<file path="config.mk">
export PLATFORM = sky130hd
export DESIGN_NAME = exu_trap_ctrl_flat
export DESIGN_NICKNAME = d
export VERILOG_FILES = /design/src/rtl/exu_trap_pkg.sv /design/src/rtl/exu_trap_ctrl_if.sv /design/src/rtl/exu_trap_prio.sv /design/src/rtl/exu_trap_ctrl.sv /design/src/flat_wrapper.sv
export SDC_FILE = /design/constraint.sdc
export NUM_CORES = 1
export LEC_CHECK = 0
export ABC_AREA = 0
export CAP_MARGIN = 5
export CORE_MARGIN = 2
export CORE_UTILIZATION = 40
export DETAILED_ROUTE_END_ITERATION = 10
export GPL_TIMING_DRIVEN = 0
export PLACE_DENSITY_LB_ADDON = 0.25
export SLEW_MARGIN = 40
export SYNTH_ARGS = -nofsm -noshare
export SYNTH_HDL_FRONTEND = slang
export SYNTH_SLANG_ARGS = --single-unit
</file>
<file path="constraint.sdc">
create_clock -name clk -period 9.9 [get_ports clk]
set_input_delay 2.97 -clock clk [delete_from_list [all_inputs] [get_ports clk]]
set_output_delay 2.97 -clock clk [all_outputs]
set_load 0.02 [all_outputs]
</file>
<file path="src/rtl/exu_trap_pkg.sv">
// Shared types and constants for the machine-mode trap/return sequencer.
package exu_trap_pkg;

   typedef enum logic [1:0] {
      ST_IDLE  = 2'd0,
      ST_DRAIN = 2'd1,
      ST_ISSUE = 2'd2
   } trap_state_e;

   typedef enum logic [1:0] {
      EVT_NONE = 2'd0,
      EVT_IRQ  = 2'd1,
      EVT_EXC  = 2'd2,
      EVT_MRET = 2'd3
   } evt_kind_e;

   localparam logic [31:0] CAUSE_ILLEGAL = 32'd2;
   localparam logic [31:0] CAUSE_EBREAK  = 32'd3;
   localparam logic [31:0] CAUSE_ECALL_M = 32'd11;
   localparam logic [31:0] IRQ_MSI       = 32'h8000_0003;
   localparam logic [31:0] IRQ_MTI       = 32'h8000_0007;
   localparam logic [31:0] IRQ_MEI       = 32'h8000_000B;

   localparam logic [1:0]  MTVEC_MODE_VEC = 2'b01;

   // Event captured at commit and held until it is issued to the CSR file.
   typedef struct packed {
      evt_kind_e   kind;
      logic [31:0] cause;
      logic [31:0] epc;
   } trap_evt_t;

   // Vectored offset applies only when the caller says the event may use it.
   function automatic logic [31:0] trap_target(input logic [31:0] mtvec,
                                               input logic [31:0] cause,
                                               input logic        vec_ok);
      logic [31:0] base;
      base = {mtvec[31:2], 2'b00};
      if (vec_ok && (mtvec[1:0] == MTVEC_MODE_VEC))
         return base + {25'd0, cause[4:0], 2'b00};
      return base;
   endfunction

endpackage

</file>
<file path="src/rtl/exu_trap_ctrl_if.sv">
// Commit-stage handshake plus the CSR-update / redirect bus of the trap sequencer.
interface exu_trap_ctrl_if;
   logic        cmt_valid;
   logic [31:0] cmt_pc;
   logic        cmt_illegal;
   logic        cmt_ebreak;
   logic        cmt_ecall;
   logic        cmt_mret;
   logic        cmt_ready;

   logic        int_ena;
   logic [31:0] i_mcause;
   logic [31:0] epc_pc;
   logic        mret_ena;
   logic        flush;
   logic [31:0] flush_pc;
   logic        in_retr;

   modport master (
      output cmt_valid, cmt_pc, cmt_illegal, cmt_ebreak, cmt_ecall, cmt_mret,
      input  cmt_ready, int_ena, i_mcause, epc_pc, mret_ena, flush, flush_pc, in_retr
   );

   modport slave (
      input  cmt_valid, cmt_pc, cmt_illegal, cmt_ebreak, cmt_ecall, cmt_mret,
      output cmt_ready, int_ena, i_mcause, epc_pc, mret_ena, flush, flush_pc, in_retr
   );
endinterface

</file>
<file path="src/rtl/exu_trap_prio.sv">
// Combinational event priority: interrupts (MEI>MSI>MTI), then exceptions
// (illegal>ebreak>ecall), then MRET.
module exu_trap_prio
   import exu_trap_pkg::*;
(
   input  logic        status_mie,
   input  logic        mie_meie,
   input  logic        mie_msie,
   input  logic        mie_mtie,
   input  logic        mip_meip,
   input  logic        mip_msip,
   input  logic        mip_mtip,
   input  logic        illegal,
   input  logic        ebreak,
   input  logic        ecall,
   input  logic        mret,
   output logic        event_valid,
   output logic        is_irq,
   output logic        is_mret,
   output logic [31:0] cause
);

   // NOTE: every output gets a default before the if-chain so no path leaves
   // a variable unassigned, which would otherwise infer a latch.
   always_comb begin
      event_valid = 1'b0;
      is_irq      = 1'b0;
      is_mret     = 1'b0;
      cause       = '0;
      if (status_mie && mie_meie && mip_meip) begin
         event_valid = 1'b1;
         is_irq      = 1'b1;
         cause       = IRQ_MEI;
      end else if (status_mie && mie_msie && mip_msip) begin
         event_valid = 1'b1;
         is_irq      = 1'b1;
         cause       = IRQ_MSI;
      end else if (status_mie && mie_mtie && mip_mtip) begin
         event_valid = 1'b1;
         is_irq      = 1'b1;
         cause       = IRQ_MTI;
      end else if (illegal) begin
         event_valid = 1'b1;
         cause       = CAUSE_ILLEGAL;
      end else if (ebreak) begin
         event_valid = 1'b1;
         cause       = CAUSE_EBREAK;
      end else if (ecall) begin
         event_valid = 1'b1;
         cause       = CAUSE_ECALL_M;
      end else if (mret) begin
         event_valid = 1'b1;
         is_mret     = 1'b1;
      end
   end

endmodule

</file>
<file path="src/rtl/exu_trap_ctrl.sv">
// Trap/return sequencer: picks retire, interrupt, exception or MRET at commit,
// drains the LSU, then issues a one-cycle CSR-update and flush pulse.
module exu_trap_ctrl
   import exu_trap_pkg::*;
#(
   parameter bit VEC_EN = 1'b1
) (
   input  logic                  clk,
   input  logic                  rst,
   exu_trap_ctrl_if.slave        cmt,
   input  logic                  lsu_busy,
   input  logic                  status_mie,
   input  logic                  mie_meie,
   input  logic                  mie_msie,
   input  logic                  mie_mtie,
   input  logic                  mip_meip,
   input  logic                  mip_msip,
   input  logic                  mip_mtip,
   input  logic [31:0]           cmtvec,
   input  logic [31:0]           cmepc,
   output logic                  trap_busy
);

   trap_state_e state, state_nxt;
   trap_evt_t   evt_q, evt_nxt, evt_new, evt_go;

   logic        prio_valid, prio_irq, prio_mret;
   logic [31:0] prio_cause;
   logic        event_now, go_issue;

   logic        int_ena_q, int_ena_d;
   logic        mret_ena_q, mret_ena_d;
   logic        flush_q, flush_d;
   logic [31:0] mcause_q, mcause_d;
   logic [31:0] epc_q, epc_d;
   logic [31:0] flush_pc_q, flush_pc_d;

   exu_trap_prio u_prio (
      .status_mie  (status_mie),
      .mie_meie    (mie_meie),
      .mie_msie    (mie_msie),
      .mie_mtie    (mie_mtie),
      .mip_meip    (mip_meip),
      .mip_msip    (mip_msip),
      .mip_mtip    (mip_mtip),
      .illegal     (cmt.cmt_illegal),
      .ebreak      (cmt.cmt_ebreak),
      .ecall       (cmt.cmt_ecall),
      .mret        (cmt.cmt_mret),
      .event_valid (prio_valid),
      .is_irq      (prio_irq),
      .is_mret     (prio_mret),
      .cause       (prio_cause)
   );

   assign event_now = (state == ST_IDLE) && cmt.cmt_valid && prio_valid;

   always_comb begin
      evt_new       = '0;
      evt_new.cause = prio_cause;
      evt_new.epc   = cmt.cmt_pc;
      if (prio_irq)
         evt_new.kind = EVT_IRQ;
      else if (prio_mret)
         evt_new.kind = EVT_MRET;
      else
         evt_new.kind = EVT_EXC;
   end

   always_comb begin
      state_nxt     = state;
      evt_nxt       = evt_q;
      go_issue      = 1'b0;
      cmt.cmt_ready = 1'b0;
      case (state)
         ST_IDLE: begin
            cmt.cmt_ready = !event_now;
            if (event_now) begin
               evt_nxt   = evt_new;
               go_issue  = !lsu_busy;
               state_nxt = lsu_busy ? ST_DRAIN : ST_ISSUE;
            end
         end
         ST_DRAIN: begin
            if (!lsu_busy) begin
               go_issue  = 1'b1;
               state_nxt = ST_ISSUE;
            end
         end
         ST_ISSUE: state_nxt = ST_IDLE;
         default:  state_nxt = ST_IDLE;
      endcase
   end

   // Entering ISSUE straight from IDLE uses the fresh event; from DRAIN the held one.
   assign evt_go = (state == ST_IDLE) ? evt_new : evt_q;

   always_comb begin
      int_ena_d  = 1'b0;
      mret_ena_d = 1'b0;
      flush_d    = 1'b0;
      mcause_d   = mcause_q;
      epc_d      = epc_q;
      flush_pc_d = flush_pc_q;
      if (go_issue) begin
         flush_d = 1'b1;
         if (evt_go.kind == EVT_MRET) begin
            mret_ena_d = 1'b1;
            flush_pc_d = cmepc;
         end else begin
            int_ena_d  = 1'b1;
            mcause_d   = evt_go.cause;
            epc_d      = evt_go.epc;
            flush_pc_d = trap_target(cmtvec, evt_go.cause,
                                     VEC_EN && (evt_go.kind == EVT_IRQ));
         end
      end
   end

   // NOTE: sequential state uses non-blocking assignments so every flop samples
   // pre-edge values regardless of statement order.
   always_ff @(posedge clk) begin
      if (rst) begin
         state      <= ST_IDLE;
         evt_q      <= '0;
         int_ena_q  <= 1'b0;
         mret_ena_q <= 1'b0;
         flush_q    <= 1'b0;
         mcause_q   <= '0;
         epc_q      <= '0;
         flush_pc_q <= '0;
      end else begin
         state      <= state_nxt;
         evt_q      <= evt_nxt;
         int_ena_q  <= int_ena_d;
         mret_ena_q <= mret_ena_d;
         flush_q    <= flush_d;
         mcause_q   <= mcause_d;
         epc_q      <= epc_d;
         flush_pc_q <= flush_pc_d;
      end
   end

   assign cmt.int_ena  = int_ena_q;
   assign cmt.mret_ena = mret_ena_q;
   assign cmt.flush    = flush_q;
   assign cmt.i_mcause = mcause_q;
   assign cmt.epc_pc   = epc_q;
   assign cmt.flush_pc = flush_pc_q;

   // MRET retires in its ISSUE cycle; excepting instructions never retire.
   assign cmt.in_retr  = ((state == ST_IDLE) && cmt.cmt_valid && !prio_valid) || mret_ena_q;
   assign trap_busy    = (state != ST_IDLE);

endmodule

</file>
<file path="src/flat_wrapper.sv">
// flat-port wrapper written by rule: the top's interface ports become plain ports
module exu_trap_ctrl_flat import exu_trap_pkg::*;
#(
   parameter bit VEC_EN = 1'b1
)
  (clk, rst, lsu_busy, status_mie, mie_meie, mie_msie, mie_mtie, mip_meip, mip_msip, mip_mtip, cmtvec, cmepc, trap_busy, cmt_cmt_valid, cmt_cmt_pc, cmt_cmt_illegal, cmt_cmt_ebreak, cmt_cmt_ecall, cmt_cmt_mret, cmt_cmt_ready, cmt_int_ena, cmt_i_mcause, cmt_epc_pc, cmt_mret_ena, cmt_flush, cmt_flush_pc, cmt_in_retr);
  exu_trap_ctrl_if cmt_i ();
  input  logic clk;
  input  logic rst;
  input  logic lsu_busy;
  input  logic status_mie;
  input  logic mie_meie;
  input  logic mie_msie;
  input  logic mie_mtie;
  input  logic mip_meip;
  input  logic mip_msip;
  input  logic mip_mtip;
  input  logic [31:0] cmtvec;
  input  logic [31:0] cmepc;
  output logic trap_busy;
  input wire logic [$bits(cmt_i.cmt_valid)-1:0] cmt_cmt_valid;
  input wire logic [$bits(cmt_i.cmt_pc)-1:0] cmt_cmt_pc;
  input wire logic [$bits(cmt_i.cmt_illegal)-1:0] cmt_cmt_illegal;
  input wire logic [$bits(cmt_i.cmt_ebreak)-1:0] cmt_cmt_ebreak;
  input wire logic [$bits(cmt_i.cmt_ecall)-1:0] cmt_cmt_ecall;
  input wire logic [$bits(cmt_i.cmt_mret)-1:0] cmt_cmt_mret;
  output wire logic [$bits(cmt_i.cmt_ready)-1:0] cmt_cmt_ready;
  output wire logic [$bits(cmt_i.int_ena)-1:0] cmt_int_ena;
  output wire logic [$bits(cmt_i.i_mcause)-1:0] cmt_i_mcause;
  output wire logic [$bits(cmt_i.epc_pc)-1:0] cmt_epc_pc;
  output wire logic [$bits(cmt_i.mret_ena)-1:0] cmt_mret_ena;
  output wire logic [$bits(cmt_i.flush)-1:0] cmt_flush;
  output wire logic [$bits(cmt_i.flush_pc)-1:0] cmt_flush_pc;
  output wire logic [$bits(cmt_i.in_retr)-1:0] cmt_in_retr;
  assign cmt_i.cmt_valid = cmt_cmt_valid;
  assign cmt_i.cmt_pc = cmt_cmt_pc;
  assign cmt_i.cmt_illegal = cmt_cmt_illegal;
  assign cmt_i.cmt_ebreak = cmt_cmt_ebreak;
  assign cmt_i.cmt_ecall = cmt_cmt_ecall;
  assign cmt_i.cmt_mret = cmt_cmt_mret;
  assign cmt_cmt_ready = cmt_i.cmt_ready;
  assign cmt_int_ena = cmt_i.int_ena;
  assign cmt_i_mcause = cmt_i.i_mcause;
  assign cmt_epc_pc = cmt_i.epc_pc;
  assign cmt_mret_ena = cmt_i.mret_ena;
  assign cmt_flush = cmt_i.flush;
  assign cmt_flush_pc = cmt_i.flush_pc;
  assign cmt_in_retr = cmt_i.in_retr;
  exu_trap_ctrl #(.VEC_EN(VEC_EN)) u_core (.clk(clk), .rst(rst), .cmt(cmt_i), .lsu_busy(lsu_busy), .status_mie(status_mie), .mie_meie(mie_meie), .mie_msie(mie_msie), .mie_mtie(mie_mtie), .mip_meip(mip_meip), .mip_msip(mip_msip), .mip_mtip(mip_mtip), .cmtvec(cmtvec), .cmepc(cmepc), .trap_busy(trap_busy));
endmodule
</file>
==> impl_metrics.toml, run 1 <==
[status]
status = "completed"

[synth]
synth_area_leaders = "dfxtp_1, nand2_1, a311oi_1"
netlist_instances = 707
ys_ff_latch = 113
yosysSeqAreaShare_pct = 40.4
synth_top_area_share_pct = 40.4
synth.distinct_cells = 51
yosysTopAreaCell = "dfxtp_1"
avgSynthCellArea_um2 = 7.92
synth.cell_area_mm2 = 0.00560
yosysWarningCount = 0

[setup_path]
worstSetupStartpointType = "input pin"
reg2reg_slack_ps = 6140
crit_type = "in2out"
cp_slowest_stage_delay_ps = 610
r2r_cells = 15
cp-end-kind = "output port"
crit_slowest_cell = "clkdlybuf4s50_1"
critPathRequiredTime_ps = 6930
arrival_ps = 5610
crit_chain = "clkdlybuf4s50_1 > and3_1 > buf_4 > a211o_1 > buf_4 > nor2_1 > nor2b_1 > clkbuf_1 > nor2_1 > clkdlybuf4s50_1"
cp_top_family = "buffers and inverters"
r2r_end = "u_core.cmt.flush_pc[20]"
path_max_fanout = 10
critPathBufInv = 5
r2r-start = "u_core.state[0]"

[clock_tree]
cts_resized = 0
cts_buffer_depth = 2
cts_sinks = 113
cts_root_buf = "clkbuf_16"
clock_latency_ps = 410
htreeDepth = 4
ctsHoldBuffers = 0
cts_made_buffers = 17
tritoncts = "built"
clk_pin_slew_worst_paths_ps = 50
post_cts_buffers = 0

[timing]
drv_slew = 0
tightest_slew_ps = 757
final.period_utilization_pct = 86.6
fmax_mhz = 117
fin_tns_setup_ps = 0
slew_headroom_pct = 49.5
fin_ws_ps = 1320
finalHoldViolations = 0
whs_ps = 452
fin_skew_ps = 10.6
finalCriticalPeriod_ps = 8580
rsz0062_at_grt = "false"
finalSetupViolCount = 0

[floorplan]
ios = 213
num_rows = 43
dieArea_mm2 = 0.0150
initial_core_util_pct = 40.7
die_h_um = 122
core_area_mm2 = 0.0138
die_x_um = 122

[grt]
grt_max_degree = 17
grt_usage_pct = 23.5
antenna_found_initial = 0
first_global_vias = 5431
grt_pass1_wl_um = 27100
gr-total-overflow = 0

[drt]
drt_iter0_markers = 329
dr.pass1.iters = 7
drc = 0
wl_per_cell_um = 15.3
vias = 5674
vias_per_cell = 5.03
drt.antenna.violating_nets = 0
postRouteWirelength_um = 17200

[final_layout]
multi_input_area_mm2 = 0.00297
drive_gt1_share_pct = 9.17
area_growth_pct = 49.7
regArea_mm2 = 0.00226
fill_cells = 1305
diodes = 0
finalInstanceArea_mm2 = 0.00838
finalNetCount = 1052

[pwr]
powerDensity_mw_per_mm2 = 169
vdd_drop_max_v = 0.000112
p_leak_nw = 3.14

[placed_design]
place_ws_ps = 1340
place_area_mm2 = 0.00776
dp_hpwl_um = 12900
io_buffers = 184
place.gp.congestion = 0.838

[min_path]
min_to = "u_core.evt_q[18]"
hold_depth = 2
hold_path_class = "reg2reg"
hold_start = "u_core.evt_q[18]"

[flow_run]
maxCapViolations = 0
where the power goes:
group / switching (W) / internal (W)
Combinational: 0.000149 / 0.000129
Sequential: 0.0000164 / 0.000487
Clock: 0.000232 / 0.000406
final cells by class:
| class | instances | share of cell area [%] |
|---|---|---|
| multi-input cells | 531 | 35.4 |
| flip-flops and latches | 113 | 27.0 |
| repair buffers | 184 | 22.0 |
| clock buffers | 18 | 5.24 |
| plain buffers | 77 | 5.00 |
| well taps | 180 | 2.69 |
| clock inverters | 14 | 2.13 |
| inverters | 12 | 0.537 |
through the flow:
stage          power (W)  cells  util, %
3_5_place_dp    0.000790   1097     56.4
6_report         0.00142   1129     60.9
3_3_place_gp    0.000786   1097     56.4
2_1_floorplan   0.000661    733        -
5_1_grt          0.00148   1129     60.9
4_1_cts          0.00143   1129     60.9
layout by cell type, fill, tap and decap left out, drive strengths merged, types with 15 or more instances in the layout:
master         Yosys  final
a21oi             49     49
a311oi            33     33
buf               45     45
clkbuf            32     50
clkdlybuf4s50      0    184
conb               1     27
dfxtp            113    113
inv               12     17
mux2i             21     21
nand2            166    166
nand3             21     21
nor2              66     66
nor3              15     15
xnor2             22     22
state kept, by name, indices dropped and copies added (netlist names):
register,cells
u_core.cmt.mret_ena,1
u_core.cmt.flush,1
u_core.state,2
u_core.evt_q,39
u_core.cmt.i_mcause,5
u_core.cmt.flush_pc,32
u_core.cmt.epc_pc,32
u_core.cmt.int_ena,1
cells in the mapped netlist (all sizes together):
| library cell | number |
|---|---|
| nand2 | 166 |
| dfxtp | 113 |
| nor2 | 66 |
| a21oi | 49 |
| buf | 45 |
| a311oi | 33 |
| clkbuf | 32 |
| xnor2 | 22 |
| mux2i | 21 |
| nand3 | 21 |
| nor3 | 15 |
| and2 | 14 |
| o22ai | 14 |
| inv | 12 |
| o21ai | 10 |
| nand4 | 9 |
| o221ai | 9 |
| a211oi | 7 |
| a211o | 6 |
| xor2 | 6 |
| and3 | 4 |
| ha | 4 |
| o211ai | 4 |
| nor2b | 3 |
| a31oi | 2 |
| nand2b | 2 |
| nor4 | 2 |
| o21a | 2 |
| or4 | 2 |
| a21o | 1 |
| a221oi | 1 |
| a22o | 1 |
| a22oi | 1 |
| conb | 1 |
| fa | 1 |
| o21bai | 1 |
| o22a | 1 |
| o2bb2ai | 1 |
| or2 | 1 |
| or3 | 1 |
| or4b | 1 |
logic make-up (layout without fill, tap and decap cells):
group / after synthesis / after routing / synth area share, %
fa+ha+maj: 5 / 5 / 1.25
buf+inv: 89 / 305 / 8.29
xor+xnor: 28 / 28 / 4.38
compound gates: 143 / 143 / 18.1
simple gates: 307 / 307 / 23.7
flops: 113 / 113 / 40.4
other cells: 1 / 27 / 0.0670
mux: 21 / 21 / 3.75
layer usage:
metal / part of all wire, % / routed length, um / GRT usage (%)
met5: 0 / 0 / 0
met2: 48 / 8260 / 39.8
met3: 8.1 / 1400 / 7.81
met4: 1.8 / 310 / 8.33
met1: 42 / 7270 / 27.8
worst max path at each step:
| stage | startpoint | end | slack [ps] | cells past startpoint |
|---|---|---|---|---|
| 4_1_cts | status_mie | cmt_cmt_ready | 1340 | 10 |
| 2_1_floorplan | cmt_cmt_ebreak | cmt_cmt_ready | 2470 | 7 |
| 3_3_place_gp | status_mie | cmt_cmt_ready | 1340 | 10 |
| 3_5_place_dp | status_mie | cmt_cmt_ready | 1340 | 10 |
| 5_1_grt | status_mie | cmt_cmt_ready | 1140 | 10 |
| 6_report | status_mie | cmt_cmt_ready | 1320 | 10 |
tightest hold or removal path, delay by kind of cell (launching register included):
family | cells | cell delay, ps
and+or+nand+nor | 1 | 50
AOI/OAI and AO/OA | 1 | 50
DFF | 1 | 300
Power figures use the tool's default switching activity.
==> inputs of run 2 (changes only) <==
CORE_MARGIN = 3   (was 2)
PLACE_DENSITY = 0.86   (was default)
PLACE_DENSITY_LB_ADDON = default   (was 0.25)
==> run 2 against run 1 <==
  * Clock-buffer cell count grew 1
  * Critical path depth unchanged
  * Global-route usage is 0.81 points lower
  * Hold slack worse by 2.1 ps
  * Largest cell class unchanged
  * Cell area is 0.33% lower
  * First-iteration DRC count increased by 59%
  * Via count increased by 3.0%
  * Largest power group unchanged
  * Clock skew hardly changed
  * Setup slack worse by 22 ps
  * Sequential cell count unchanged
==> impl_metrics.toml, run 2 (synthesis gave the netlist of run 1 again) <==
[flow_run]
maxCapViolations = 0

[floorplan]
die_x_um = 124
die_h_um = 124
dieArea_mm2 = 0.0155
initial_core_util_pct = 41.6
num_rows = 42
ios = 213
core_area_mm2 = 0.0135

[placed_design]
place.gp.congestion = 0.871
io_buffers = 184
dp_hpwl_um = 13700

[setup_path]
critPathRequiredTime_ps = 6930
crit_type = "in2out"
cp-end-kind = "output port"
r2r_cells = 15
crit_slowest_cell = "clkdlybuf4s50_1"
r2r_end = "u_core.cmt.flush_pc[24]"
path_max_fanout = 10
worstSetupStartpointType = "input pin"
cp_slowest_stage_delay_ps = 620
r2r-start = "u_core.state[0]"
reg2reg_slack_ps = 6140
arrival_ps = 5630
crit_chain = "clkdlybuf4s50_1 > and3_1 > buf_4 > a211o_1 > buf_4 > nor2_1 > nor2b_1 > clkbuf_1 > nor2_1 > clkdlybuf4s50_1"

[pwr]
p_comb_share_pct = 20.0
p_sw_share_pct = 27.6
seq_power_share_pct = 36.1
clock_power_share_pct = 43.9
p_int_w = 0.00101
powerDensity_mw_per_mm2 = 167
switchingPower_w = 0.000386
vdd_drop_max_v = 0.000113
p_leak_nw = 3.13

[final_layout]
drive_gt1_share_pct = 8.86
largest_register_ffs = 39
regMostFlops = "u_core.evt_q"
area_growth_pct = 49.2
fill_cells = 1197
layout_common_cells = "clkdlybuf4s50_1, nand2_1, dfxtp_1, nor2_1, a21oi_1"
finalNetCount = 1052
final_common_cell = "clkdlybuf4s50_1"
diodes = 0

[drt]
wl_per_cell_um = 16.1
drc = 0
postRouteWirelength_um = 18100
dr.pass1.iters = 5
drt.antenna.violating_nets = 0
drt_iter0_markers = 523
vias = 5845
vias_per_cell = 5.20

[grt]
antenna_found_initial = 0
grt_pass1_wl_um = 28800
gr-total-overflow = 0
grt_max_degree = 17
grt_usage_pct = 22.7
first_global_vias = 5620

[status]
status = "completed"

[timing]
fmax_mhz = 116
tightest_slew_ps = 622
rsz0062_at_grt = "false"
finalCriticalPeriod_ps = 8600
drv_slew = 0
finalHoldViolations = 0
fin_tns_setup_ps = 0
final.period_utilization_pct = 86.8
fin_skew_ps = 10.9
whs_ps = 450
slew_headroom_pct = 58.5
finalSetupViolCount = 0

[clock_tree]
cts_sinks = 113
ctsHoldBuffers = 0
clock_latency_ps = 410
tritoncts = "built"
cts_root_buf = "clkbuf_16"
cts_buffer_depth = 2
cts_resized = 0
post_cts_buffers = 0
clk_pin_slew_worst_paths_ps = 50
cts_made_buffers = 17
htreeDepth = 4

[min_path]
hold_start = "u_core.cmt.flush_pc[1]"
hold_depth = 2
hold_path_class = "reg2reg"
min_to = "u_core.cmt.flush_pc[1]"
## run 2: cell types whose count changed in the layout (fill, tap and decap cells not counted), sizes merged
cell	change
inv	-5
clkinv	+4
clkbuf	+1
clkinvlp	-1
## run 2: layout make-up
class	count	area, um^2	area share [%]
Multi-Input combinational cell	531	2970	35.6
Sequential cell	113	2260	27.1
Timing Repair Buffer	184	1840	22.0
Clock buffer	19	433	5.18
Buffer	77	419	5.02
Tap cell	176	220	2.64
Clock inverter	12	163	1.95
Inverter	12	45.0	0.539
## run 2: power by group through the flow
stage,Sequential (W),Clock (W),Combinational (W)
floorplan,0.000536,0,0.000125
global placement,0.000512,0,0.000272
detailed placement,0.000513,0,0.000276
CTS,0.000504,0.000620,0.000278
global route,0.000508,0.000644,0.000301
finish,0.000504,0.000614,0.000279
## run 2: worst max-delay path: cells and delay by family
family | cells | cell delay [ps]
AND/OR/NAND/NOR | 4 | 580
AO/OA/AOI/OAI | 1 | 100
buffers and inverters | 5 | 1960
## run 2: how the worst max path moves through the flow
stage          cells past startpoint             to            from  slack, ps
2_1_floorplan                      7  cmt_cmt_ready  cmt_cmt_ebreak       2470
3_3_place_gp                      10  cmt_cmt_ready      status_mie       1340
3_5_place_dp                      10  cmt_cmt_ready      status_mie       1310
4_1_cts                           10  cmt_cmt_ready      status_mie       1290
5_1_grt                           10  cmt_cmt_ready      status_mie       1100
6_report                          10  cmt_cmt_ready      status_mie       1300
## run 2: stage by stage
stage | power [W] | instance area, um^2 | utilization, % | worst slack, ps | std cells
floorplan | 0.000661 | 5700 | - | 2470 | 733
global placement | 0.000783 | 7760 | 57.7 | 1340 | 1093
detailed placement | 0.000790 | 7760 | 57.7 | 1310 | 1093
CTS | 0.00140 | 8350 | 62.1 | 1290 | 1124
global route | 0.00145 | 8350 | 62.1 | 1100 | 1124
finish | 0.00140 | 8350 | 62.1 | 1300 | 1124
## run 2: routing by layer
| layer | part of all wire, % | vias to the layer above | track usage, % |
|---|---|---|---|
| met4 | 2.8 | 0 | 7.93 |
| met2 | 50 | 227 | 38.9 |
| met1 | 42 | 2717 | 28.0 |
| li1 | - | 2860 | - |
| met5 | 0 | - | 0 |
| met3 | 5.8 | 41 | 5.19 |
==> inputs of run 3 (changes only) <==
PLACE_DENSITY = 0.89   (was 0.86)
clock period = 7.4 ns   (was 9.9 ns; I/O delays follow)
==> run 3 against run 2 <==
  * Combinational power grew 35%
  * Hold slack gained 4.2 ps
  * First-iteration DRC count shrank 2.3%
  * Sequential cell count is the same
  * Via count grew 0.46%
  * Wire length grew 3.5%
  * Critical path depth is the same
  * Clock skew shrank 2.7 ps
  * Highest routed layer unchanged
  * Critical path type unchanged
  * Largest cell class unchanged
  * Critical endpoint unchanged
==> impl_metrics.toml, run 3 (synthesis gave the netlist of run 1 again) <==
[floorplan]
dieArea_mm2 = 0.0155
die_h_um = 124
initial_core_util_pct = 41.6
num_rows = 42
die_x_um = 124
ios = 213
core_area_mm2 = 0.0135

[placed_design]
dp_hpwl_um = 13900
place.gp.congestion = 0.884
io_buffers = 184

[final_layout]
fill_cells = 1100
regArea_mm2 = 0.00226
finalNetCount = 1052
multi_input_area_mm2 = 0.00297
layout_common_cells = "clkdlybuf4s50_1, nand2_1, dfxtp_1, nor2_1, a21oi_1"
area_growth_pct = 49.7
drive_gt1_share_pct = 8.75
diodes = 0
largest_register_ffs = 39
final_common_cell = "clkdlybuf4s50_1"
regMostFlops = "u_core.evt_q"

[drt]
wl_per_cell_um = 16.7
vias_per_cell = 5.22
drt_iter0_markers = 511
drt.antenna.violating_nets = 0
vias = 5872
dr.pass1.iters = 5
drc = 0
postRouteWirelength_um = 18800

[setup_path]
crit_chain = "clkdlybuf4s50_1 > and3_1 > buf_4 > a211o_1 > buf_4 > nor2_1 > nor2b_1 > clkbuf_1 > nor2_1 > clkdlybuf4s50_1"
critPathRequiredTime_ps = 5180
crit_slowest_cell = "clkdlybuf4s50_1"
cp_slowest_stage_delay_ps = 610
arrival_ps = 4890
cp-end-kind = "output port"
path_max_fanout = 10
worstSetupStartpointType = "input pin"
crit_type = "in2out"
reg2reg_slack_ps = 3580

[pwr]
vdd_drop_max_v = 0.000186
p_total_w = 0.00192
p_leak_nw = 3.14
powerDensity_mw_per_mm2 = 229

[clock_tree]
cts_buffer_depth = 2
post_cts_buffers = 0
cts_made_buffers = 17
cts_resized = 0
clock_latency_ps = 420
cts_sinks = 113
tritoncts = "built"
clk_pin_slew_worst_paths_ps = 50
ctsHoldBuffers = 0
htreeDepth = 4
cts_root_buf = "clkbuf_16"

[timing]
fin_skew_ps = 8.27
rsz0062_at_grt = "false"
slew_headroom_pct = 56.3
whs_ps = 454
finalSetupViolCount = 0
finalHoldViolations = 0
fmax_mhz = 141
finalCriticalPeriod_ps = 7110
final.period_utilization_pct = 96.0
tightest_slew_ps = 652
drv_slew = 0
fin_tns_setup_ps = 0

[grt]
grt_usage_pct = 23.8
grt_max_degree = 17
first_global_vias = 5748
grt_pass1_wl_um = 29700
antenna_found_initial = 0
gr-total-overflow = 0

[flow_run]
maxCapViolations = 0

[min_path]
hold_path_class = "reg2reg"

[status]
status = "completed"
-- run 3: worst max-delay path: cells and delay by family --
kind / cells / cell delay (ps)
AO/OA/AOI/OAI: 1 / 110
buffers and inverters: 5 / 1950
AND/OR/NAND/NOR: 4 / 600
-- run 3: per-stage QoR --
stage	instances	area [um^2]	utilization [%]	worst slack [ps]
finish	1125	8380	62.3	295
global placement	1093	7760	57.7	320
CTS	1125	8380	62.3	332
floorplan	733	5700	-	1470
detailed placement	1093	7760	57.7	350
global route	1125	8380	62.3	94.0
-- run 3: final timing paths --
path,startpoint,endpoint,cells past startpoint
max,status_mie,cmt_cmt_ready,10
min,u_core.evt_q[6],u_core.evt_q[6],2
max reg2reg,u_core.state[0],u_core.cmt.flush_pc[24],15
min reg2reg,u_core.evt_q[6],u_core.evt_q[6],2
-- run 3: final cells by class --
class                           instances  area share [%]
Buffer                                 77            5.00
Inverter                               12           0.537
Sequential cell                       113            27.0
Multi-Input combinational cell        531            35.4
Clock inverter                          9            1.85
Tap cell                              176            2.63
Clock buffer                           23            5.58
Timing Repair Buffer                  184            22.0
-- run 3: report_power, final --
part | switching [W] | leakage [nW] | internal, W
logic | 0.000204 | 1.92 | 0.000172
clock network | 0.000288 | 0.301 | 0.000581
registers | 0.0000231 | 0.928 | 0.000652
-- run 3: layer usage --
layer	wire length, um	GRT usage, %	up-vias
li1	-	-	2855
met1	7770	29.1	2722
met4	769	11.8	0
met3	1030	4.97	59
met2	9210	39.8	236
met5	0	0	-
